### src/rtl/mem_bus_pkg.sv
// Shared types and constants for the memory-bus controller.
package mem_bus_pkg;

  typedef enum logic [1:0] {
    ST_IDLE   = 2'd0,
    ST_ACCESS = 2'd1,
    ST_DONE   = 2'd2
  } state_t;

  localparam int WAIT_NIB_W = 4;

  // Replicated across DATA_W to form the value returned by an unmapped read.
  localparam logic UNMAPPED_BIT = 1'b1;

endpackage

### src/rtl/mem_bus_waitcnt.sv
// Loadable down-counter for region wait states; zero flag ends the device access.
module mem_bus_waitcnt
  import mem_bus_pkg::*;
#(
  parameter int W = WAIT_NIB_W
) (
  input  logic         clk,
  input  logic         rst,
  input  logic         load,
  input  logic [W-1:0] load_val,
  input  logic         dec,
  output logic         zero
);

  logic [W-1:0] count_reg;

  always_ff @(posedge clk or posedge rst) begin
    if (rst) begin
      count_reg <= '0;
    end else if (load) begin
      count_reg <= load_val;
    end else if (dec && (count_reg != '0)) begin
      count_reg <= count_reg - 1'b1;
    end
  end

  assign zero = (count_reg == '0);

endmodule

### src/rtl/mem_bus_ctrl.sv
// Memory-bus controller: region decode, per-region wait states, ready handshake.
// Optional macro MEM_BUS_ERR_EN enables MEM_ERR on unmapped or RD+WR requests.
module mem_bus_ctrl
  import mem_bus_pkg::*;
#(
  parameter int ADDR_W = 13,
  parameter int DATA_W = 8,
  parameter int SEL_W  = 1,
  parameter logic [(2**SEL_W)-1:0]            REG_PRESENT = 2'b11,
  parameter logic [(2**SEL_W)*WAIT_NIB_W-1:0] WAIT_CYC    = 8'h10
) (
  input  logic                         SYS_CLK,
  input  logic                         SYS_RST,
  input  logic                         MEM_RD,
  input  logic                         MEM_WR,
  input  logic [ADDR_W-1:0]            ADDRESS,
  input  logic [DATA_W-1:0]            WDATA,
  output logic [DATA_W-1:0]            RDATA,
  output logic                         MEM_READY,
  output logic                         MEM_ERR,
  output logic [(2**SEL_W)-1:0]        DEV_EN,
  output logic                         DEV_RD,
  output logic                         DEV_WR,
  output logic [ADDR_W-1:0]            DEV_ADDR,
  output logic [DATA_W-1:0]            DEV_WDATA,
  input  logic [(2**SEL_W)*DATA_W-1:0] DEV_RDATA
);

  localparam int NREG = 2**SEL_W;

`ifdef MEM_BUS_ERR_EN
  localparam logic ERR_ON = 1'b1;
`else
  localparam logic ERR_ON = 1'b0;
`endif

  logic [WAIT_NIB_W-1:0] wait_arr [NREG];
  logic [DATA_W-1:0]     rd_arr   [NREG];

  genvar gi;
  generate
    for (gi = 0; gi < NREG; gi++) begin : g_region
      assign wait_arr[gi] = WAIT_CYC[gi*WAIT_NIB_W +: WAIT_NIB_W];
      assign rd_arr[gi]   = DEV_RDATA[gi*DATA_W +: DATA_W];
    end
  endgenerate

  state_t           state;
  logic [SEL_W-1:0] req_region;
  logic [SEL_W-1:0] cur_region;
  logic             dir_rd;
  logic             req_one;
  logic             req_both;
  logic             cnt_load;
  logic             cnt_dec;
  logic             cnt_zero;

  assign req_region = ADDRESS[ADDR_W-1 -: SEL_W];
  assign req_one    = MEM_RD ^ MEM_WR;
  assign req_both   = MEM_RD & MEM_WR;
  assign cnt_load   = (state == ST_IDLE) && req_one;
  assign cnt_dec    = (state == ST_ACCESS) && !cnt_zero;

  mem_bus_waitcnt #(.W(WAIT_NIB_W)) u_waitcnt (
    .clk      (SYS_CLK),
    .rst      (SYS_RST),
    .load     (cnt_load),
    .load_val (wait_arr[req_region]),
    .dec      (cnt_dec),
    .zero     (cnt_zero)
  );

  always_ff @(posedge SYS_CLK or posedge SYS_RST) begin
    if (SYS_RST) begin
      state      <= ST_IDLE;
      RDATA      <= '0;
      MEM_READY  <= 1'b0;
      MEM_ERR    <= 1'b0;
      DEV_EN     <= '0;
      DEV_RD     <= 1'b0;
      DEV_WR     <= 1'b0;
      DEV_ADDR   <= '0;
      DEV_WDATA  <= '0;
      cur_region <= '0;
      dir_rd     <= 1'b0;
    end else begin
      case (state)
        ST_IDLE: begin
          MEM_READY <= 1'b0;
          MEM_ERR   <= 1'b0;
          if (req_both) begin
            // Conflicting request never reaches a device.
            state     <= ST_DONE;
            MEM_READY <= 1'b1;
            MEM_ERR   <= ERR_ON;
          end else if (req_one) begin
            DEV_ADDR   <= ADDRESS;
            DEV_WDATA  <= WDATA;
            cur_region <= req_region;
            dir_rd     <= MEM_RD;
            if (REG_PRESENT[req_region]) begin
              state  <= ST_ACCESS;
              DEV_EN <= NREG'(1) << req_region;
              DEV_RD <= MEM_RD;
              DEV_WR <= MEM_WR;
            end else begin
              state     <= ST_DONE;
              MEM_READY <= 1'b1;
              MEM_ERR   <= ERR_ON;
              if (MEM_RD) begin
                RDATA <= {DATA_W{UNMAPPED_BIT}};
              end
            end
          end
        end
        ST_ACCESS: begin
          if (cnt_zero) begin
            if (dir_rd) begin
              RDATA <= rd_arr[cur_region];
            end
            DEV_EN    <= '0;
            DEV_RD    <= 1'b0;
            DEV_WR    <= 1'b0;
            MEM_READY <= 1'b1;
            state     <= ST_DONE;
          end
        end
        ST_DONE: begin
          MEM_READY <= 1'b0;
          MEM_ERR   <= 1'b0;
          state     <= ST_IDLE;
        end
        default: begin
          state <= ST_IDLE;
        end
      endcase
    end
  end

endmodule

### config.mk
export PLATFORM = sky130hd
export DESIGN_NAME = mem_bus_ctrl
export DESIGN_NICKNAME = d
export VERILOG_FILES = /design/src/rtl/mem_bus_pkg.sv /design/src/rtl/mem_bus_waitcnt.sv /design/src/rtl/mem_bus_ctrl.sv
export SDC_FILE = /design/constraint.sdc
export NUM_CORES = 1
export LEC_CHECK = 0
export CAP_MARGIN = 20
export CORE_ASPECT_RATIO = 1.25
export CORE_MARGIN = 2
export CORE_UTILIZATION = 29
export DETAILED_ROUTE_END_ITERATION = 12
export GPL_ROUTABILITY_DRIVEN = 0
export PLACE_DENSITY = 0.63
export SLEW_MARGIN = 5
export SYNTH_ARGS = -nofsm -noshare
export SYNTH_HDL_FRONTEND = slang
export SYNTH_SLANG_ARGS = --single-unit
export TNS_END_PERCENT = 10
### constraint.sdc
create_clock -name SYS_CLK -period 1.9 [get_ports SYS_CLK]
set_input_delay 0.19 -clock SYS_CLK [delete_from_list [all_inputs] [get_ports SYS_CLK]]
set_output_delay 0.19 -clock SYS_CLK [all_outputs]
set_load 0.02 [all_outputs]
==> results_tabular.tex, run 1 <==
\begin{tabular}{lr}
\hline
Metric & Value \\
\hline
\multicolumn{2}{l}{\textbf{Clock network}} \\
Clock Tree Buf Depth & 2 \\
Post-CTS Setup Bufs & 0 \\
Hold bufs inserted after CTS & 0 \\
Clock tree from TritonCTS & built \\
Number of H-tree levels & 2 \\
Worst-Skew Late Latency & 0.28 ns \\
Number of sinks driven by the clock tree & 41 \\
Root Buffer & clkbuf\_8 \\
CTS resizes & 0 \\
Number of CTS-inserted buffers & 5 \\
Clock slew seen by the registers of the worst setup and hold paths & 0.08 ns \\
\multicolumn{2}{l}{\textbf{Min path}} \\
HP Class & primary input to async pin \\
\multicolumn{2}{l}{\textbf{Pwr}} \\
Overall Power & 0.00439 W \\
Proportion of power drawn by flip-flops and latches & 34.5\% \\
Switch Pwr & 0.00171 W \\
Worst IR drop on VDD & 0.000541 V \\
Clock Power Share & 12.4\% \\
Ratio of total power to cell area & 1520 nW/um\^{}2 \\
Combinational share of power & 53.2\% \\
Internal Pwr Total & 0.00269 W \\
Leakage power & 1.34 nW \\
Share of total power consumed by net switching & 38.9\% \\
\multicolumn{2}{l}{\textbf{Drt}} \\
Initial DRT Pass Iterations & 4 \\
Number of vias after detailed routing & 1,545 \\
WL per Instance & 11.7 microns \\
Final antenna-violating net count & 0 \\
DRC Markers & 0 \\
Via density per instance & 4.24 \\
Violation count after the first detailed-routing iteration & 79 \\
Total Routed Length & 4270 microns \\
\multicolumn{2}{l}{\textbf{Cells and area}} \\
Area growth syn-to-layout & 49.4\% \\
Multi-input combinational cell area & 811 sq um \\
\# diodes & 0 \\
Area used by sequential logic in the layout & 1030 sq um \\
Register ranked first by flip-flop count & DEV\_ADDR \\
Fill cell count & 631 \\
Max FFs per register & 13 \\
Non-Filler Cell Area, Final & 2880 sq um \\
Post-layout nets & 324 \\
Leading registers by flop count & DEV\_ADDR (13), DEV\_WDATA (8), RDATA (8) \\
Share of cells above drive strength 1 & 11.9\% \\
\multicolumn{2}{l}{\textbf{Logic synthesis}} \\
Top cells by count, synth & 76 x nand2\_1, 41 x dfrtp\_1, 12 x mux2\_2, 9 x mux2i\_1, 8 x inv\_1 \\
Most repeated cell in the gate-level netlist after synthesis & nand2\_1 \\
Summed instance area of the synthesized netlist & 1930 sq um \\
Proportion of synthesized chip area in sequential cells & 53.2\% \\
Yosys warns & 0 \\
Share of the synthesized area in the top cell type & 53.2\% \\
Synthesized flop and latch total & 41 \\
Fraction of synthesized cell area in xor and xnor cells & 0.909\% \\
Largest cells by area after synthesis & dfrtp\_1 53\%, nand2\_1 15\%, mux2\_2 7.0\%, mux2i\_1 4.7\%, ha\_1 4.5\% \\
Share of synthesized registers carrying an async set or reset & 100\% \\
Post-Syn Nets & 242 \\
Share of the synthesized area in compound gates (AO/OA/AOI/OAI) & 5.00\% \\
Combinational family with the most area after synthesis & simple AND/OR/NAND/NOR gates \\
Average cell area after synthesis & 9.94 sq um \\
Cell type with the highest aggregate area in the netlist & dfrtp\_1 \\
Share of synthesized cell area in full adder, half adder and majority cells & 4.54\% \\
Most instantiated flip-flop cell in the synthesis netlist & dfrtp\_1 \\
EDFF count, synth & 0 \\
Simple logic cell fraction of the synthesized area & 19.7\% \\
Multiplexer share of the synthesized area & 11.7\% \\
Number of standard cells after synthesis & 194 \\
Distinct cell type count after synthesis & 31 \\
\multicolumn{2}{l}{\textbf{Floorplan}} \\
DIE HEIGHT & 95.2 microns \\
I/O pin cnt & 76 \\
Die area & 7320 sq um \\
Width of the chip & 76.9 microns \\
Initial Util & 29.7\% \\
Cell row count & 33 \\
Core Box Area & 6480 sq um \\
\multicolumn{2}{l}{\textbf{Timing}} \\
Minimum clock period & 1.73 ns \\
Final setup fails & 0 \\
Final-report hold violation count & 0 \\
Final period utilization & 91.0\% \\
Worst Clk Skew & 0.00589 ns \\
Highest clock rate & 578 MHz \\
Worst Setup Slack, final & 0.170 ns \\
Unrepaired setup endpoints after global routing & false \\
Normalized max-slew margin & 64.5\% \\
Tightest Pin Transition & 0.532 ns \\
Max Slew Vio Count & 0 \\
Total Negative Setup Slacks & 0 ns \\
\multicolumn{2}{l}{\textbf{Setup path}} \\
Arrival @ worst endpoint & 1.91 ns \\
Worst Setup End Kind & flip-flop \\
Number of cells traversed by the worst register-to-register path & 6 \\
Source of the worst register-to-register timing path & u\_waitcnt.count\_reg[0]\$\_DFFE\_PP0P\_ \\
Largest fanout on the critical path & 8 \\
CP Data Required Time & 2.08 ns \\
Crit path kind & flip-flop to flip-flop \\
Startpoint type of the worst setup path & flip-flop \\
End of the worst register-to-register path & RDATA[7]\$\_DFFE\_PP0P\_ \\
Register-to-Register Setup Slack & 0.17 ns \\
\multicolumn{2}{l}{\textbf{Global routing}} \\
Global routing usage on met1 & 14.2\% \\
Largest net degree at the start of global routing & 42 \\
Initial antenna violation count & 0 \\
Global-route track usage on met2 & 23.1\% \\
GR Util met3 & 3.50\% \\
First-pass GRT wire length & 7420 microns \\
Number of global-route vias before repair & 1,584 \\
Total GRT Usage & 12.6\% \\
Overflow left after global routing & 0 \\
Layer with the highest usage & met2 \\
\multicolumn{2}{l}{\textbf{Place}} \\
Worst slack, placed & -0.0618 ns \\
Post-detailed-placement half-perimeter wirelength & 3150 microns \\
Number of port buffers & 74 \\
Cell Area, Placed & 2800 sq um \\
\multicolumn{2}{l}{\textbf{Run}} \\
Max cap viols & 0 \\
\multicolumn{2}{l}{\textbf{Outcome}} \\
Run status & complete, no violations \\
\hline
\end{tabular}
worst max-delay path by stage:
stage / start / endpoint / slack [ns]
6_report: u_waitcnt.count_reg[0]$_DFFE_PP0P_ / RDATA[7]$_DFFE_PP0P_ / 0.17
5_1_grt: state[1]$_DFFE_PP0P_ / RDATA[7]$_DFFE_PP0P_ / 0.07
4_1_cts: u_waitcnt.count_reg[0]$_DFFE_PP0P_ / RDATA[7]$_DFFE_PP0P_ / 0.15
3_5_place_dp: MEM_RD / RDATA[7]$_DFFE_PP0P_ / -0.06
3_3_place_gp: MEM_RD / RDATA[4]$_DFFE_PP0P_ / -0.02
2_1_floorplan: u_waitcnt.count_reg[0]$_DFFE_PP0P_ / DEV_EN[0]$_DFFE_PP0P_ / 0.25
power groups by stage:
stage	clock, W	combinational (W)	sequential [W]
finish	0.000543	0.00234	0.00151
global route	0.000615	0.00256	0.00157
CTS	0.000584	0.00238	0.00152
detailed placement	0	0.00237	0.00153
global placement	0	0.00234	0.00153
floorplan	0	0.000998	0.00188
final cells by class:
cell class,count,area share [%]
Clock buffer,6,2.52
Timing Repair Buffer,85,28.6
Multi-Input combinational cell,135,28.1
Clock inverter,2,0.347
Tap cell,87,3.78
Inverter,8,1.04
Sequential cell,41,35.6
critical path, stage by stage, from the launching register on:
cell,delay [ns]
dfrtp_1,0.41
inv_1,0.07
ha_1,0.16
inv_1,0.04
o31a_1,0.34
nand4b_4,0.28
mux2_2,0.32
stage by stage:
step                hold WS, ns  utilization [%]  std cells
floorplan                 0.295                -        194
detailed placement        0.461             43.2        356
global route              0.390             44.5        364
finish                    0.339             44.5        364
global placement          0.458             43.2        356
CTS                       0.348             44.5        364
logic make-up after synthesis:
group	count (synthesis)
buffers and inverters	18
multiplexers	21
XOR/XNOR	2
adder cells (fa/ha/maj)	7
other	1
flip-flops	41
AND/OR/NAND/NOR	91
AO/OA/AOI/OAI	13
placed cells by master (no fill, tap or decap), drive strengths merged:
cell type       n
o22a            1
nand2          76
clkdlybuf4s50  74
a211oi          1
o211ai          1
and2            1
o22ai           1
ha              7
nand3b          2
buf            11
dfrtp          41
a31o            1
clkbuf          6
nand2b          1
conb            1
o21ai           3
nor3            1
nand4b          1
nor2b           2
o31a            1
a21oi           3
xor2            1
nor2            7
mux2i           9
xnor2           1
inv             7
mux2           12
o31ai           1
clkinv          3
metal layers:
layer / routed length (microns) / share of wire (%)
met2: 2250 / 53
met4: 31 / 0.73
met3: 254 / 6.0
met1: 1730 / 41
met5: 0 / 0
Note: power is estimated with default switching activity, not from simulation.
==> inputs of run 2 (changes only) <==
--- a/config.mk
+++ b/config.mk
@@ -5,7 +5,6 @@
 export SDC_FILE = /design/constraint.sdc
 export NUM_CORES = 1
 export LEC_CHECK = 0
-export CAP_MARGIN = 20
 export CORE_ASPECT_RATIO = 1.25
 export CORE_MARGIN = 2
 export CORE_UTILIZATION = 29
==> results of run 2 <==
No change in the layout: final DEF, timing and power equal those of run 1.
